$ cat src/rtl/rv32i_mc_ctrl.sv
// Multi-cycle control FSM for an RV32I core: sequences fetch, decode, execute,
// data access and writeback, owns the bus handshakes/timeouts and instret.
module rv32i_mc_ctrl #(
  parameter int CNT_W   = 32,
  parameter int TIMEOUT = 16
) (
  input  logic             clk,
  input  logic             rst_n,
  output logic             imem_req,
  input  logic             imem_ack,
  output logic             ir_load,
  input  logic [6:0]       opcode,
  input  logic [2:0]       func3,
  input  logic             branch_cond,
  output logic             dmem_req,
  output logic             dmem_we,
  input  logic             dmem_ack,
  output logic             alu_a_sel,
  output logic             alu_b_sel,
  output logic [1:0]       wb_sel,
  output logic             rf_we,
  output logic             pc_we,
  output logic             pc_sel,
  output logic             retire,
  output logic [CNT_W-1:0] instret,
  output logic             halted,
  output logic             trap,
  output logic             bus_err
);

  typedef enum logic [2:0] {
    S_IDLE, S_FETCH, S_DECODE, S_EXEC, S_MEM, S_WB, S_HALT, S_TRAP
  } state_t;

  typedef enum logic [3:0] {
    C_LUI, C_AUIPC, C_JAL, C_JALR, C_BR, C_LD, C_ST, C_OPI, C_OP, C_SYS, C_ILL
  } cls_t;

  // Wait counter runs 0..TIMEOUT-1 within one access.
  localparam int              TO_W    = (TIMEOUT > 2) ? $clog2(TIMEOUT) : 1;
  localparam logic [TO_W-1:0] TO_LAST = TO_W'(TIMEOUT - 1);

  state_t           state_r, state_nx;
  cls_t             cls_r, dec_cls_s;
  logic             dec_a_s, dec_b_s;
  logic [1:0]       dec_wb_s;
  logic [TO_W-1:0]  to_cnt_r;
  logic             timeout_s;
  logic [CNT_W-1:0] instret_r;
  logic             bus_err_r;
  logic             alu_a_sel_r, alu_b_sel_r;
  logic [1:0]       wb_sel_r;

  // Opcode classification and the datapath selects each class needs.
  always_comb begin
    dec_cls_s = C_ILL;
    dec_a_s   = 1'b0;
    dec_b_s   = 1'b0;
    dec_wb_s  = 2'b00;
    case (opcode)
      7'b0110111: begin dec_cls_s = C_LUI;   dec_b_s = 1'b1; dec_wb_s = 2'b11; end
      7'b0010111: begin dec_cls_s = C_AUIPC; dec_a_s = 1'b1; dec_b_s = 1'b1; end
      7'b1101111: begin dec_cls_s = C_JAL;   dec_a_s = 1'b1; dec_b_s = 1'b1; dec_wb_s = 2'b10; end
      7'b1100111: begin dec_cls_s = C_JALR;  dec_b_s = 1'b1; dec_wb_s = 2'b10; end
      7'b1100011: begin dec_cls_s = C_BR;    dec_a_s = 1'b1; dec_b_s = 1'b1; end
      7'b0000011: begin dec_cls_s = C_LD;    dec_b_s = 1'b1; dec_wb_s = 2'b01; end
      7'b0100011: begin dec_cls_s = C_ST;    dec_b_s = 1'b1; end
      7'b0010011: begin dec_cls_s = C_OPI;   dec_b_s = 1'b1; end
      7'b0110011: begin dec_cls_s = C_OP; end
      // SYSTEM opcode: func3 000 (ECALL/EBREAK) halts, any other func3 is illegal.
      7'b1110011: begin
        if (func3 == 3'b000) dec_cls_s = C_SYS;
        else                 dec_cls_s = C_ILL;
      end
      default:    dec_cls_s = C_ILL;
    endcase
  end

  // Next-state logic, including bus timeout detection.
  always_comb begin
    state_nx  = state_r;
    timeout_s = 1'b0;
    case (state_r)
      S_IDLE:  state_nx = S_FETCH;
      S_FETCH: begin
        if (imem_ack) begin
          state_nx = S_DECODE;
        end else if (to_cnt_r == TO_LAST) begin
          state_nx  = S_TRAP;
          timeout_s = 1'b1;
        end else begin
          state_nx = S_FETCH;
        end
      end
      S_DECODE: begin
        case (dec_cls_s)
          C_ILL:   state_nx = S_TRAP;
          C_SYS:   state_nx = S_HALT;
          default: state_nx = S_EXEC;
        endcase
      end
      S_EXEC: begin
        case (cls_r)
          C_BR:       state_nx = S_FETCH;
          C_LD, C_ST: state_nx = S_MEM;
          default:    state_nx = S_WB;
        endcase
      end
      S_MEM: begin
        if (dmem_ack) begin
          if (cls_r == C_ST) state_nx = S_FETCH;
          else               state_nx = S_WB;
        end else if (to_cnt_r == TO_LAST) begin
          state_nx  = S_TRAP;
          timeout_s = 1'b1;
        end else begin
          state_nx = S_MEM;
        end
      end
      S_WB:    state_nx = S_FETCH;
      S_HALT:  state_nx = S_HALT;
      S_TRAP:  state_nx = S_TRAP;
      default: state_nx = S_TRAP;
    endcase
  end

  // Handshake and pulse outputs decoded from the current state.
  always_comb begin
    imem_req = 1'b0;
    ir_load  = 1'b0;
    dmem_req = 1'b0;
    dmem_we  = 1'b0;
    rf_we    = 1'b0;
    pc_we    = 1'b0;
    pc_sel   = 1'b0;
    retire   = 1'b0;
    case (state_r)
      S_FETCH: begin
        imem_req = 1'b1;
        ir_load  = imem_ack;
      end
      S_EXEC: begin
        if (cls_r == C_BR) begin
          pc_we  = 1'b1;
          pc_sel = branch_cond;
          retire = 1'b1;
        end else begin
          pc_we  = 1'b0;
        end
      end
      S_MEM: begin
        dmem_req = 1'b1;
        dmem_we  = (cls_r == C_ST);
        if ((cls_r == C_ST) && dmem_ack) begin
          pc_we  = 1'b1;
          retire = 1'b1;
        end else begin
          retire = 1'b0;
        end
      end
      S_WB: begin
        rf_we  = 1'b1;
        pc_we  = 1'b1;
        retire = 1'b1;
        pc_sel = (cls_r == C_JAL) || (cls_r == C_JALR);
      end
      default: imem_req = 1'b0;
    endcase
    halted = (state_r == S_HALT);
    trap   = (state_r == S_TRAP);
  end

  // State register and per-access wait counter (cleared on every transition).
  always_ff @(posedge clk or negedge rst_n) begin
    if (!rst_n) begin
      state_r  <= S_IDLE;
      to_cnt_r <= '0;
    end else begin
      state_r <= state_nx;
      if (state_nx != state_r)
        to_cnt_r <= '0;
      else if ((state_r == S_FETCH) || (state_r == S_MEM))
        to_cnt_r <= to_cnt_r + TO_W'(1);
      else
        to_cnt_r <= to_cnt_r;
    end
  end

  // Instruction class and selects captured in DECODE, held until next decode.
  always_ff @(posedge clk or negedge rst_n) begin
    if (!rst_n) begin
      cls_r       <= C_ILL;
      alu_a_sel_r <= 1'b0;
      alu_b_sel_r <= 1'b0;
      wb_sel_r    <= 2'b00;
    end else if (state_r == S_DECODE) begin
      cls_r       <= dec_cls_s;
      alu_a_sel_r <= dec_a_s;
      alu_b_sel_r <= dec_b_s;
      wb_sel_r    <= dec_wb_s;
    end else begin
      cls_r       <= cls_r;
      alu_a_sel_r <= alu_a_sel_r;
      alu_b_sel_r <= alu_b_sel_r;
      wb_sel_r    <= wb_sel_r;
    end
  end

  // Retired-instruction counter and sticky timeout cause.
  always_ff @(posedge clk or negedge rst_n) begin
    if (!rst_n) begin
      instret_r <= '0;
      bus_err_r <= 1'b0;
    end else begin
      if (retire) instret_r <= instret_r + CNT_W'(1);
      else        instret_r <= instret_r;
      if (timeout_s) bus_err_r <= 1'b1;
      else           bus_err_r <= bus_err_r;
    end
  end

  assign instret   = instret_r;
  assign bus_err   = bus_err_r;
  assign alu_a_sel = alu_a_sel_r;
  assign alu_b_sel = alu_b_sel_r;
  assign wb_sel    = wb_sel_r;

endmodule

$ cat config.mk
export PLATFORM = sky130hd
export DESIGN_NAME = rv32i_mc_ctrl
export DESIGN_NICKNAME = d
export VERILOG_FILES = /design/src/rtl/rv32i_mc_ctrl.sv
export SDC_FILE = /design/constraint.sdc
export NUM_CORES = 1
export LEC_CHECK = 0
export CORE_UTILIZATION = 38
export CTS_BUF_LIST = sky130_fd_sc_hd__clkbuf_4
export DETAILED_ROUTE_END_ITERATION = 16
export DONT_BUFFER_PORTS = 1
export HOLD_SLACK_MARGIN = 0.05
export SLEW_MARGIN = 10
export SYNTH_ARGS = -nofsm -noshare
export SYNTH_HDL_FRONTEND = slang
export SYNTH_SLANG_ARGS = --single-unit
$ cat constraint.sdc
create_clock -name clk -period 5.3 [get_ports clk]
set_clock_uncertainty 0.1 [all_clocks]
set_input_delay 1.59 -clock clk [delete_from_list [all_inputs] [get_ports clk]]
set_output_delay 1.59 -clock clk [all_outputs]
set_load 0.03 [all_outputs]
## Word level (Yosys, flattened, before mapping)

Cells that the tools add are included.
W data, S select, Z words.

- Register bits: 48
- Input port bits: 15
- Output and inout bits: 47
- Logic and storage cells: 76

- $add $sub $neg: 2
- Eq/ne operators: 26
- Multiplexer cells: 29
- Reduce and logical (&&, ||, !) cells: 11

Operators with widths:

| cell | count |
|---|---|
| $pmux W4 S10 | 1 |
| $add A32 B1 Y32 const B | 1 |
| $eq A7 B7 Y1 const B | 4 |
| $eq A7 B6 Y1 const B | 3 |
| $pmux W3 S7 | 1 |
| $eq A7 B5 Y1 const B | 2 |
| $mux W1 | 13 |
| $eq A3 B3 Y1 const B | 4 |
| $eq A4 B3 Y1 const B | 3 |
| $eq A4 B4 Y1 const B | 3 |
| $mux W3 | 4 |
| $pmux W3 S2 | 2 |
| $eq A4 B2 Y1 const B | 2 |
| $mux W4 | 2 |
| $reduce_or A8 Y1 | 1 |
| $eq A7 B2 Y1 const B | 1 |
| $eq A3 B2 Y1 const B | 2 |
| $logic_not A3 Y1 | 2 |
| $pmux W2 S3 | 1 |
| $reduce_or A2 Y1 | 3 |
| $add A4 B1 Y4 const B | 1 |
| $mux W2 | 2 |
| $pmux W1 S2 | 2 |
| $eq A3 B1 Y1 const B | 1 |
| 6 further kinds | 7 |

## Logic depth before layout (Yosys ltp)

- Depth in word-level cells: 8
- Mapped depth: 7
- Mapped depth without buffers: 6

## Worst setup path after synthesis

OpenSTA, ideal clock, no wires.

- Path kind: input to output
- From: input port dmem_ack
- To: output port retire
- Arrival: 2.484 ns
- Data required time: 3.610 ns
- Path slack: 1.126 ns
- Stages: 4
- Buffers on the path: 1
- Cells stage by stage: a41oi_2 or2_2 inv_1 buf_4

- Longest elaborated chain between the ends: 3

RTL lines:

| element | RTL line | RTL |
|---|---|---|
| start: declaration | 17 | `input logic dmem_ack,` |
| $logic_and A1 B1 Y1 | 154 | `if ((cls_r == C_ST) && dmem_ack) begin` |
| $mux W1 | - |  |
| $pmux W1 S3 | - |  |
| end: declaration | 24 | `output logic retire,` |

No other way between the ends.

## Worst setup path after layout

- From: input port dmem_ack
- To: output port pc_we

- Longest elaborated chain between the ends: 3

RTL lines:

| element | RTL line | RTL |
|---|---|---|
| $logic_and A1 B1 Y1 | 154 |  |
| $mux W1 | 154 |  |
| $pmux W1 S3 | 137 | `case (state_r)` |
| end: declaration | 22 | `output logic pc_we,` |

No other way between the ends.

==> results_dict.tcl <==
set metrics [dict create \
    regToRegStartpoint "state_r[2]" \
    drc 0 \
    hpwl_um 3920 \
    n_antenna_cell 0 \
    syn_avg_cell_area_um2 9.67 \
    period_needed_ns 4.17 \
    drtAntennaViolNets 0 \
    synth_top_family_by_area "simple AND/OR/NAND/NOR gates" \
    arrival_ns 2.48 \
    synth_top_area_share_pct 42.8 \
    start_util_pct 39.4 \
    post_cts_buffers 0 \
    yosysWarnings 0 \
    syn-num-nets 295 \
    whs_ns 0.459 \
    pre_cts_ws_ns 1.13 \
    synthAdderAreaFrac_pct 0.931 \
    cts_tree "built" \
    synth_compound_area_share_pct 9.59 \
    required_ns 3.61 \
    final-seq-area_um2 1200 \
    slowest_delay_ns 0.42 \
    combPwrFrac_pct 2.0 \
    grt_pass1_vias 1878 \
    slowest_stage "inv_1" \
    grt_first_pass_wirelength_um 9270 \
    hold_depth 1 \
    maxSlewHeadroom_pct 42.1 \
    synth_xor_area_share_pct 11.7 \
    finalHoldViolCount 0 \
    final_nets 288 \
    post_cts_resized 0 \
    seqPwrFrac_pct 66.5 \
    crit_fanout 5 \
    antenna_found_initial 0 \
    fin_cells 368 \
    synth_area_leader_cell "dfrtp_1" \
    gr-total-overflow 0 \
    hold_path.class "reg -> reg" \
    tns_ns 0 \
    totalWireLength_um 5560 \
    synthMuxAreaShare_pct 0.745 \
    drv_cap 0 \
    cp_cell_sequence "a41oi_2 > or2_2 > inv_1" \
    r2r_end "instret[31]" \
    synth_seq_cells 48 \
    multiInputGateArea_um2 1370 \
    wl_per_cell_um 15.1 \
    clk_pin_slew_ns 0.13 \
    synth_edf_count 0 \
    syn-cell-area_um2 2690 \
    final_cell_mix "dfrtp_1 (46), nor2_1 (29), nand2_1 (26), xor2_1 (19), xnor2_1 (17)" \
    synth.distinct_cells 58 \
    syn_inst 278 \
    layout_commonest_cell "dfrtp_1" \
    syn_to_final_growth_pct 3.82 \
    p_int_mw 0.433 \
    hold-path-endpoint "cls_r[3]" \
    maxSlewViolCount 0 \
    ios 62 \
    critical_path.top_delay_family "buffers and inverters" \
    die_area_um2 7420 \
    grt_use_total_pct 16.1 \
    vias_per_cell 5.36 \
    r2r_slack_ns 2.52 \
    numCtsBuffers 5 \
    io_buffers 0 \
    grt_max_degree 49 \
    hold_buffers 0 \
    fmax_mhz 240 \
    crit_type "in -> out" \
    place_inst 360 \
    finalSetupViolCount 0 \
    swShare_pct 21.4 \
    ff2ff_path_depth 5 \
    synth_area_leaders "dfrtp_1 (43%), xor2_1 (6.2%), xnor2_1 (5.5%), nor2_1 (4.0%), nand2_1 (3.6%)" \
    die_x_um 86.1 \
    gp_congestion 0.832 \
    outcome "completed" \
    worstSetupStartpointType "input port" \
    rsz0062_at_grt "false" \
    clock-root-buffer "clkbuf_4" \
    yosys.area_share.simple_pct 27.8 \
    drtPass1Iterations 4 \
    die_height_um 86.1 \
    row_count 30 \
    drt-initial-drc-count 150 \
    ys.flop_type "dfrtp_1" \
    clkPwrFrac_pct 31.6 \
    yosysSeqAreaShare_pct 44.8 \
    cts_sinks 48 \
    dpl_cell_area_um2 2740 \
    layout-drive-gt1-share_pct 9.56 \
    netSwitchingPower_mw 0.118 \
    fillerInstances 693 \
    clockBufferDepth 2 \
    hp-start "cls_r[3]" \
    postLayoutCellArea_um2 2790 \
    pwr_density_cell_nw_per_um2 197 \
    synthArstFlopShare_pct 100 \
    vias 1973 \
    post-route-period-util_pct 78.6 \
    setup_slack_ns 1.13 \
    cp_num_buf_inv 1 \
    end_kind "output port" \
    power.leakage_nw 1.29 \
    h-tree-depth 2 \
    ir_worst_vdd_mv 0.0947 \
    core_area_um2 6830 \
    clk_latency_ns 0.36 \
    worst_pin_slew_ns 0.861 \
]
-- power by group through the flow --
stage / clock network [mW] / logic, mW / registers [mW]
final: 0.174 / 0.0109 / 0.366
after global routing: 0.194 / 0.0126 / 0.367
after CTS: 0.184 / 0.0110 / 0.366
after detailed placement: 0 / 0.0109 / 0.373
after global placement: 0 / 0.0108 / 0.373
after floorplan: 0 / 0.0124 / 0.373
-- through the flow --
stage,util [%],total power [mW]
finish,40.9,0.551
global route,40.9,0.574
CTS,40.9,0.561
detailed placement,40.0,0.384
global placement,40.0,0.384
floorplan,-,0.386
-- worst max-delay path by stage --
stage	from	to	cells after the start
final	dmem_ack	pc_we	3
after global routing	dmem_ack	pc_we	3
after CTS	dmem_ack	pc_we	3
after detailed placement	dmem_ack	pc_we	3
after global placement	dmem_ack	pc_we	3
after floorplan	dmem_ack	retire	4
-- cell type report --
cell class,count,area share [%]
Clock inverter,1,0.134
Multi-Input combinational cell,204,48.9
Inverter,12,1.61
Clock buffer,7,1.88
Sequential cell,48,43.1
Tap cell,96,4.30
-- state kept, by name, summed over array words and instances, names as in the netlist --
register / count
instret: 32
cls_r: 4
to_cnt_r: 4
state_r: 3
wb_sel: 2
alu_a_sel: 1
alu_b_sel: 1
bus_err: 1
-- logic make-up after synthesis --
group | count (synthesis)
and+or+nand+nor | 128
DFF | 48
AOI/OAI and AO/OA | 36
xor gates and xnor gates | 36
buffers and inverters | 26
muxes | 2
adders and majority gates | 2
-- synthesized netlist by cell type, drive strengths merged, types with 4 or more instances --
master   n
buf      5
nor2    29
o31ai    4
a21oi    7
dfrtp   46
nor3    12
clkbuf   9
nor4     9
xor2    19
xnor2   17
nand4   10
nand3   10
and3     7
nor2b    4
inv     12
nand2   26
o21ai    6
and2     4
-- per-layer routing --
metal / GRT usage, % / vias up / wire [um]
met5: 0 / - / 0
met4: 5.00 / 0 / 59
met3: 5.29 / 5 / 375
met2: 22.3 / 67 / 2280
met1: 23.5 / 942 / 2850
li1: - / 959 / -
Note: power is estimated with default switching activity, not from simulation.
